--- config.mk ---
export PLATFORM = sky130hd
export DESIGN_NAME = imm_decode_stage_flat
export DESIGN_NICKNAME = d
export VERILOG_FILES = /design/src/rtl/imm_decode_stage_if.sv /design/src/rtl/imm_decode_stage.sv /design/src/flat_wrapper.sv
export SDC_FILE = /design/constraint.sdc
export NUM_CORES = 1
export LEC_CHECK = 0
export BUFFER_PORTS_ARGS = -buffer_cell sky130_fd_sc_hd__buf_2
export CORE_UTILIZATION = 47
export CTS_CLUSTER_DIAMETER = 50
export CTS_CLUSTER_SIZE = 8
export DETAILED_ROUTE_END_ITERATION = 16
export MAX_ROUTING_LAYER = met4
export PLACE_DENSITY_LB_ADDON = 0.3
export REMOVE_ABC_BUFFERS = 1
export SLEW_MARGIN = 20
export SYNTH_ARGS = -nofsm -noshare
export SYNTH_HDL_FRONTEND = slang
export SYNTH_SLANG_ARGS = --single-unit
--- constraint.sdc ---
create_clock -name clk -period 1.75 [get_ports clk]
set_input_delay 0 -clock clk [delete_from_list [all_inputs] [get_ports clk]]
set_output_delay 0 -clock clk [all_outputs]
set_load 0.005 [all_outputs]
--- src/rtl/imm_decode_stage_if.sv ---
// Fetch->decode->execute handshake bundle for imm_decode_stage.
// The stage uses the slave modport; the producer/consumer side uses master.
interface imm_decode_stage_if #(parameter int PC_WIDTH = 32);
  logic                in_valid;
  logic                in_ready;
  logic [31:0]         in_instr;
  logic [PC_WIDTH-1:0] in_pc;
  logic                out_valid;
  logic                out_ready;
  logic [PC_WIDTH-1:0] out_pc;
  logic [31:0]         out_instr;
  logic [31:0]         out_imm;
  logic [2:0]          out_fmt;
  logic                out_illegal;

  modport master (
    output in_valid, in_instr, in_pc, out_ready,
    input  in_ready, out_valid, out_pc, out_instr, out_imm, out_fmt, out_illegal
  );

  modport slave (
    input  in_valid, in_instr, in_pc, out_ready,
    output in_ready, out_valid, out_pc, out_instr, out_imm, out_fmt, out_illegal
  );
endinterface

--- src/rtl/imm_decode_stage.sv ---
// RV32I format classify + immediate build, one registered stage with valid/ready.
// Define SKID_BUFFER_EN to add a 1-entry skid register (registered in_ready).
module imm_decode_stage #(
  parameter int PC_WIDTH = 32
) (
  input  logic              clk,
  input  logic              reset,
  input  logic              flush,
  imm_decode_stage_if.slave bus
);

  localparam logic [2:0] FMT_R = 3'd0, FMT_I = 3'd1, FMT_S = 3'd2, FMT_B = 3'd3,
                         FMT_U = 3'd4, FMT_J = 3'd5, FMT_ILL = 3'd7;

  typedef struct packed {
    logic [PC_WIDTH-1:0] pc;
    logic [31:0]         instr;
    logic [31:0]         imm;
    logic [2:0]          fmt;
    logic                illegal;
  } entry_t;

  function automatic entry_t decode(input logic [PC_WIDTH-1:0] pc, input logic [31:0] i);
    entry_t e;
    e       = '0;
    e.pc    = pc;
    e.instr = i;
    case (i[6:0])
      7'b0110111, 7'b0010111: begin
        e.fmt = FMT_U;
        e.imm = {i[31:12], 12'b0};
      end
      7'b1101111: begin
        e.fmt = FMT_J;
        e.imm = {{11{i[31]}}, i[31], i[19:12], i[20], i[30:21], 1'b0};
      end
      7'b1100011: begin
        e.fmt = FMT_B;
        e.imm = {{19{i[31]}}, i[31], i[7], i[30:25], i[11:8], 1'b0};
      end
      7'b0100011: begin
        e.fmt = FMT_S;
        e.imm = {{20{i[31]}}, i[31:25], i[11:7]};
      end
      7'b1100111, 7'b0000011, 7'b0010011, 7'b1110011, 7'b0001111: begin
        e.fmt = FMT_I;
        e.imm = {{20{i[31]}}, i[31:20]};
      end
      7'b0110011: e.fmt = FMT_R;
      default: begin
        e.fmt     = FMT_ILL;
        e.illegal = 1'b1;
      end
    endcase
    return e;
  endfunction

  entry_t out_q, dec;
  logic   out_v, accept, drain;

  assign dec    = decode(bus.in_pc, bus.in_instr);
  assign accept = bus.in_valid & bus.in_ready;
  assign drain  = out_v & bus.out_ready;

  assign bus.out_valid   = out_v;
  assign bus.out_pc      = out_q.pc;
  assign bus.out_instr   = out_q.instr;
  assign bus.out_imm     = out_q.imm;
  assign bus.out_fmt     = out_q.fmt;
  assign bus.out_illegal = out_q.illegal;

`ifdef SKID_BUFFER_EN
  entry_t skid_q;
  logic   skid_v;

  // skid_v implies out_v, so a full skid always has a stalled output ahead of it
  assign bus.in_ready = !skid_v & !flush;

  always_ff @(posedge clk) begin
    if (reset) begin
      out_v  <= 1'b0;
      out_q  <= '0;
      skid_v <= 1'b0;
      skid_q <= '0;
    end else if (flush) begin
      out_v  <= 1'b0;
      skid_v <= 1'b0;
    end else if (!out_v || drain) begin
      if (skid_v) begin
        out_q  <= skid_q;
        out_v  <= 1'b1;
        skid_v <= 1'b0;
      end else if (accept) begin
        out_q <= dec;
        out_v <= 1'b1;
      end else begin
        out_v <= 1'b0;
      end
    end else if (accept) begin
      skid_q <= dec;
      skid_v <= 1'b1;
    end
  end
`else
  assign bus.in_ready = (!out_v | bus.out_ready) & !flush;

  always_ff @(posedge clk) begin
    if (reset) begin
      out_v <= 1'b0;
      out_q <= '0;
    end else if (flush) begin
      out_v <= 1'b0;
    end else if (accept) begin
      out_q <= dec;
      out_v <= 1'b1;
    end else if (drain) begin
      out_v <= 1'b0;
    end
  end
`endif

endmodule

--- src/flat_wrapper.sv ---
// flat-port wrapper written by rule: the top's interface ports become plain ports
module imm_decode_stage_flat 
#(
  parameter int PC_WIDTH = 32
)
  (clk, reset, flush, bus_in_valid, bus_in_instr, bus_in_pc, bus_out_ready, bus_in_ready, bus_out_valid, bus_out_pc, bus_out_instr, bus_out_imm, bus_out_fmt, bus_out_illegal);
  imm_decode_stage_if #(.PC_WIDTH(PC_WIDTH)) bus_i ();
  input  logic clk;
  input  logic reset;
  input  logic flush;
  input wire logic [$bits(bus_i.in_valid)-1:0] bus_in_valid;
  input wire logic [$bits(bus_i.in_instr)-1:0] bus_in_instr;
  input wire logic [$bits(bus_i.in_pc)-1:0] bus_in_pc;
  input wire logic [$bits(bus_i.out_ready)-1:0] bus_out_ready;
  output wire logic [$bits(bus_i.in_ready)-1:0] bus_in_ready;
  output wire logic [$bits(bus_i.out_valid)-1:0] bus_out_valid;
  output wire logic [$bits(bus_i.out_pc)-1:0] bus_out_pc;
  output wire logic [$bits(bus_i.out_instr)-1:0] bus_out_instr;
  output wire logic [$bits(bus_i.out_imm)-1:0] bus_out_imm;
  output wire logic [$bits(bus_i.out_fmt)-1:0] bus_out_fmt;
  output wire logic [$bits(bus_i.out_illegal)-1:0] bus_out_illegal;
  assign bus_i.in_valid = bus_in_valid;
  assign bus_i.in_instr = bus_in_instr;
  assign bus_i.in_pc = bus_in_pc;
  assign bus_i.out_ready = bus_out_ready;
  assign bus_in_ready = bus_i.in_ready;
  assign bus_out_valid = bus_i.out_valid;
  assign bus_out_pc = bus_i.out_pc;
  assign bus_out_instr = bus_i.out_instr;
  assign bus_out_imm = bus_i.out_imm;
  assign bus_out_fmt = bus_i.out_fmt;
  assign bus_out_illegal = bus_i.out_illegal;
  imm_decode_stage #(.PC_WIDTH(PC_WIDTH)) u_core (.clk(clk), .reset(reset), .flush(flush), .bus(bus_i));
endmodule
==> results of run 1 <==
## power groups by stage
stage | Clock, mW | Combinational [mW] | Sequential (mW)
after floorplan | 0 | 0.209 | 2.47
after global placement | 0 | 0.519 | 2.46
after detailed placement | 0 | 0.529 | 2.46
after CTS | 1.43 | 0.638 | 2.41
after global routing | 1.51 | 0.712 | 2.42
final | 1.41 | 0.650 | 2.41
## cells by family (layout without fill, tap and decap cells)
logic type | count (synthesis) | count (layout)
compound gates | 146 | 146
xor+xnor | 2 | 2
buf+inv | 46 | 281
flops | 101 | 101
mux | 1 | 1
simple gates | 210 | 210
## layer usage
metal	GRT usage, %	vias up	wire length [um]	part of all wire (%)
met5	-	-	0	0
met4	13.2	0	384	3.2
met3	3.24	32	469	3.9
met2	46.7	135	6180	51
met1	33.5	1990	5080	42
li1	-	2146	-	-
## critical path: stages, from the launching register on
cell,delay [ns]
dfxtp_1,0.32
nor2b_1,0.17
nand4bb_1,0.24
or3_1,0.42
buf_12,0.20
o21ai_0,0.18
## stage by stage
stage                     instance area (um2)  setup TNS (ns)  util [%]  power, mW  cells
after global routing                     5870               0      71.4       4.65    846
after detailed placement                 5060               0      61.6       2.99    769
after CTS                                5870               0      71.4       4.48    846
final                                    5870               0      71.4       4.47    846
after global placement                   5060               0      61.6       2.98    769
after floorplan                          3840         -298.49         -       2.68    470
## flip-flops by register name (all words and copies together) (netlist names)
register and count:
u_core.bus.out_pc 32, u_core.bus.out_valid 1, u_core.bus.out_instr 32, u_core.bus.out_illegal 1
u_core.bus.out_fmt 3, u_core.bus.out_imm 32
## worst min path at each step
stage,endpoint,slack (ns),startpoint,cells after the start
after floorplan,bus_in_ready,0.04,flush,1
after global placement,u_core.bus.out_valid$_SDFFE_PP0P_,0.23,flush,2
after detailed placement,u_core.bus.out_valid$_SDFFE_PP0P_,0.24,flush,2
after CTS,u_core.bus.out_instr[15]$_SDFFE_PP0P_,0.06,reset,3
after global routing,u_core.bus.out_instr[15]$_SDFFE_PP0P_,0.08,reset,3
final,u_core.bus.out_instr[4]$_SDFFE_PP0P_,0.08,bus_in_instr[4],4
## cell type report
| class | count | area share (%) |
|---|---|---|
| Clock buffer | 10 | 2.34 |
| Clock inverter | 5 | 0.746 |
| Inverter | 10 | 0.640 |
| Multi-Input combinational cell | 359 | 30.5 |
| Sequential cell | 101 | 34.4 |
| Tap cell | 105 | 2.24 |
| Timing Repair Buffer | 256 | 29.1 |
## cell usage after synthesis, types with 2 or more instances
cell / number
a22oi_1: 7
nand2_1: 163
nor2b_1: 4
dfxtp_1: 101
o21ai_0: 8
o22ai_1: 2
or3_1: 2
nor2_1: 21
nand2b_1: 4
inv_1: 10
nand4_1: 2
a21oi_1: 92
and2_1: 2
a32oi_1: 2
buf_2: 5
nor3b_1: 2
clkbuf_1: 29
buf_6: 2
o211ai_1: 2
o21ai_2: 20
nor3_1: 3
## timing repair
action,4_1_cts,5_1_grt
endpoints found under the hold margin,90,0
resized for setup,0,1
hold buffers,62,0
setup endpoints to repair,0,1
==> results.sh, run 1 <==
export IMPL_cp_data_arrival_time_ns=1.89
export IMPL_whs_ns=0.0762
export IMPL_yosys_top_cells_area="dfxtp_1 51%, nand2_1 15%, a21oi_1 12%"
export IMPL_viasPerCell=5.09
export IMPL_cts_setup_buffers=0
export IMPL_wire_per_inst_um=14.3
export IMPL_crit_end="u_core.bus.out_imm[13]$_SDFFE_PP0P_"
export IMPL_layout_common_cells="170 x buf_2, 162 x nand2_1, 101 x dfxtp_1"
export IMPL_regArea_um2=2020
export IMPL_seq_power_share_pct=54.0
export IMPL_die_area_um2=8870
export IMPL_clk_latency_ns=0.36
export IMPL_cts_inserted_buffers=9
export IMPL_cts_tree="done"
export IMPL_io_pins=171
export IMPL_initial_core_util_pct=48.6
export IMPL_yosysWarnings=0
export IMPL_slew_headroom_pct=59.9
export IMPL_setup_viol=0
export IMPL_worst_pin_slew_ns=0.598
export IMPL_synth_top_area_share_pct=50.6
export IMPL_worstPathMaxFanout=25
export IMPL_synthCells=506
export IMPL_area_growth_pct=47.0
export IMPL_synth_xor_area_share_pct=0.439
export IMPL_drt_wl_total_um=12100
export IMPL_synth_seq_cells=101
export IMPL_async_reset_ff_share_pct=0
export IMPL_antenna_left=0
export IMPL_yosys_area_share_simple_pct=21.7
export IMPL_rr_worst_depth=5
export IMPL_clockBufferDepth=2
export IMPL_final_common_cell="buf_2"
export IMPL_hold_viol=0
export IMPL_synth_edf_count=0
export IMPL_clock_skew_final_ns=0.00761
export IMPL_fmaxAchievable_ghz=0.621
export IMPL_die_w_um=94.2
export IMPL_synth_largest_area_cell="dfxtp_1"
export IMPL_fin_crit_ns=1.61
export IMPL_rsz0062_at_grt="no"
export IMPL_synth_compound_gate_area_share_pct=22.1
export IMPL_yosysUniqueCellTypes=44
export IMPL_place_ws_ns=0.122
export IMPL_gp_congestion=0.909
export IMPL_vias=4303
export IMPL_multi_input_area_um2=1790
export IMPL_setup_slack_ns=0.139
export IMPL_power_density_nw_per_um2=762
export IMPL_die_h_um=94.2
export IMPL_drc_errors=0
export IMPL_pwr_share_clk_pct=31.5
export IMPL_finalCritPeriodShare_pct=92.0
export IMPL_synth_fa_ha_area_share_pct=0
export IMPL_num_antenna_cells=0
export IMPL_ys_flop_type="dfxtp_1"
export IMPL_swShare_pct=27.0
export IMPL_r2r_start="u_core.bus.out_valid$_SDFFE_PP0P_"
export IMPL_clk_pin_slew_ns=0.10
export IMPL_grt_first_pass_wirelength_um=19100
export IMPL_status="finished, final reports clean"
export IMPL_maxCapViolations=0
export IMPL_pwr_share_comb_pct=14.5
export IMPL_synth_top_family_by_area="compound AO/OA/AOI/OAI gates"
export IMPL_power_leakage_nw=2.67
export IMPL_port_buffers=170
export IMPL_grt_antenna_before_repair=0
export IMPL_drtIter0Drc=157
export IMPL_setup_worst_path_start_class="register"
export IMPL_end_kind="register"
export IMPL_fin_nets=806
export IMPL_cts_root_buffer="clkbuf_8"
export IMPL_drt_first_pass_iters=4
export IMPL_p_int_mw=3.27
export IMPL_drv_slew=0
export IMPL_drive_above_1_share_pct=31.8
export IMPL_rows=33
export IMPL_ys_seq_area_share_pct=50.6
export IMPL_muxShareOfSynthArea_pct=0.282
export IMPL_fillers=657
export IMPL_switchingPower_mw=1.21
export IMPL_syn_area_um2=3990
export IMPL_cts_sinks=101
export IMPL_max_vdd_ir_drop_mv=0.461
export IMPL_hp_class="input port to register"
export IMPL_gr_usage_all_layers_pct=27.9
export IMPL_synth_avg_cell_area_um2=7.89
export IMPL_r2r_slack_ns=0.14
export IMPL_worst_setup_path_type="register to register"
export IMPL_hpwl_um=7770
export IMPL_grt_max_degree=47
export IMPL_cts_htree_levels=3
export IMPL_critical_path_startpoint="u_core.bus.out_valid$_SDFFE_PP0P_"
export IMPL_fp_coreArea_um2=8220
export IMPL_r2r_end="u_core.bus.out_imm[13]$_SDFFE_PP0P_"
export IMPL_critPathRequiredTime_ns=2.03
export IMPL_grt_overflow=0
export IMPL_first_global_vias=4092
No activity file was read; power rests on OpenSTA's default activity.
==> run 2: changes to the inputs <==
Settings changed: MAX_ROUTING_LAYER met4 to not set.
==> results.sh, run 2 (synthesized netlist as in run 1, its figures left out) <==
export IMPL_fin_crit_ns=1.64
export IMPL_grt_max_degree=47
export IMPL_maxCapViolations=0
export IMPL_slew_headroom_pct=58.0
export IMPL_grt_antenna_before_repair=0
export IMPL_drv_slew=0
export IMPL_finalCritPeriodShare_pct=93.6
export IMPL_drt_wl_total_um=11900
export IMPL_io_pins=171
export IMPL_clk_pin_slew_ns=0.09
export IMPL_fillers=662
export IMPL_rsz0062_at_grt="no"
export IMPL_cts_sinks=101
export IMPL_fin_nets=806
export IMPL_layout_common_cells="169 x buf_2, 162 x nand2_1, 101 x dfxtp_1"
export IMPL_cp_data_arrival_time_ns=1.88
export IMPL_fmaxAchievable_ghz=0.611
export IMPL_regArea_um2=2020
export IMPL_rows=33
export IMPL_crit_path_max_incr_delay_ns=0.53
export IMPL_port_buffers=170
export IMPL_maxUsedRoutingLayer="met4"
export IMPL_setup_viol=0
export IMPL_vias=4298
export IMPL_end_kind="register"
export IMPL_drive_above_1_share_pct=32.3
export IMPL_clk_latency_ns=0.35
export IMPL_cts_inserted_buffers=9
export IMPL_cts_root_buffer="clkbuf_8"
export IMPL_clockBufferDepth=2
export IMPL_worstPathMaxFanout=13
export IMPL_area_growth_pct=48.1
export IMPL_first_global_vias=4009
export IMPL_viasPerCell=5.07
export IMPL_crit_path_cell_trace="dlygate4sd3_1 -> clkbuf_4 -> nand2b_2 -> a22o_1 -> a221oi_2 -> or3_4 -> buf_12 -> o21ai_0"
export IMPL_cts_setup_buffers=0
export IMPL_finalSetupTns_ns=0
export IMPL_power_density_nw_per_um2=753
export IMPL_die_area_um2=8870
export IMPL_power_leakage_nw=2.68
export IMPL_antenna_left=0
export IMPL_gr_usage_all_layers_pct=26.6
export IMPL_gp_congestion=0.881
export IMPL_initial_core_util_pct=48.6
export IMPL_cts_tree="done"
export IMPL_hpwl_um=7650
export IMPL_die_h_um=94.2
export IMPL_worst_setup_path_type="input port to register"
export IMPL_max_vdd_ir_drop_mv=0.450
export IMPL_utilization_pct=72.0
export IMPL_drtIter0Drc=171
export IMPL_worst_pin_slew_ns=0.625
export IMPL_wl_met1_um=5140
export IMPL_critPathRequiredTime_ns=1.99
export IMPL_hp_class="input port to register"
export IMPL_drt_first_pass_iters=4
export IMPL_worst_path_buf_inv=3
export IMPL_route_met2_wl_um=5810
export IMPL_final_common_cell="buf_2"
export IMPL_fp_coreArea_um2=8220
export IMPL_routed_wl_met3_um=565
export IMPL_die_w_um=94.2
export IMPL_cts_htree_levels=3
export IMPL_status="finished, final reports clean"
export IMPL_cp_top_family="buffers and inverters"
export IMPL_cp_slowest_cell="dlygate4sd3_1"
export IMPL_wire_per_inst_um=14.0
export IMPL_grt_overflow=0
export IMPL_clock_skew_final_ns=0.00796
export IMPL_hold_viol=0
export IMPL_drc_errors=0
export IMPL_num_antenna_cells=0
export IMPL_grt_first_pass_wirelength_um=18600
export IMPL_multi_input_area_um2=1810
export IMPL_setup_worst_path_start_class="input port"
## run 2: through the flow
step	hold WS, ns	power [mW]	std cells	setup WS, ns	area (um2)
after floorplan	0.0385	2.68	470	-4.25	3840
after global placement	0.227	2.98	768	0.208	5060
after detailed placement	0.237	2.99	768	0.111	5060
after CTS	0.0246	4.47	846	0.00541	5860
after global routing	0.0549	4.65	847	0.0393	5910
final	0.0379	4.45	847	0.113	5910
## run 2: worst reg2reg max path: stages (launching register included)
cell and delay, ns:
dfxtp_1 0.32, nor2b_1 0.16, nand4bb_1 0.26, or3_4 0.45, buf_12 0.17, o21ai_0 0.18
## run 2: what timing repair did
action / CTS / global route
hold buffers: 62 / 0
gates resized for setup: 0 / 6
setup endpoints to repair: 0 / 26
endpoints found under the hold margin: 91 / 0
## run 2: routing by layer
| layer | global-route usage [%] | vias to the layer above |
|---|---|---|
| li1 | - | 2151 |
| met1 | 33.6 | 1972 |
| met2 | 44.0 | 144 |
| met3 | 4.69 | 31 |
| met4 | 12.1 | 0 |
| met5 | 0 | - |
## run 2: worst paths after layout
path | slack (ns) | depth (start not counted) | startpoint | endpoint
worst max register to register | 0.14 | 5 | u_core.bus.out_valid$_SDFFE_PP0P_ | u_core.bus.out_imm[12]$_SDFFE_PP0P_
worst min register to register | 0.46 | 2 | u_core.bus.out_pc[10]$_SDFFE_PP0P_ | u_core.bus.out_pc[10]$_SDFFE_PP0P_
worst max-delay path | 0.11 | 8 | bus_in_instr[6] | u_core.bus.out_imm[12]$_SDFFE_PP0P_
worst min-delay path | 0.04 | 3 | bus_in_instr[2] | u_core.bus.out_instr[2]$_SDFFE_PP0P_
## run 2: final cells by class
| cell class | count | share of cell area (%) |
|---|---|---|
| Clock buffer | 10 | 2.16 |
| Clock inverter | 6 | 0.974 |
| Inverter | 10 | 0.635 |
| Multi-Input combinational cell | 359 | 30.6 |
| Sequential cell | 101 | 34.2 |
| Tap cell | 105 | 2.22 |
| Timing Repair Buffer | 256 | 29.2 |
## run 2: where the power goes
part	switching, mW	internal (mW)
clock network	0.846	0.543
registers	0.0358	2.37
logic	0.328	0.322
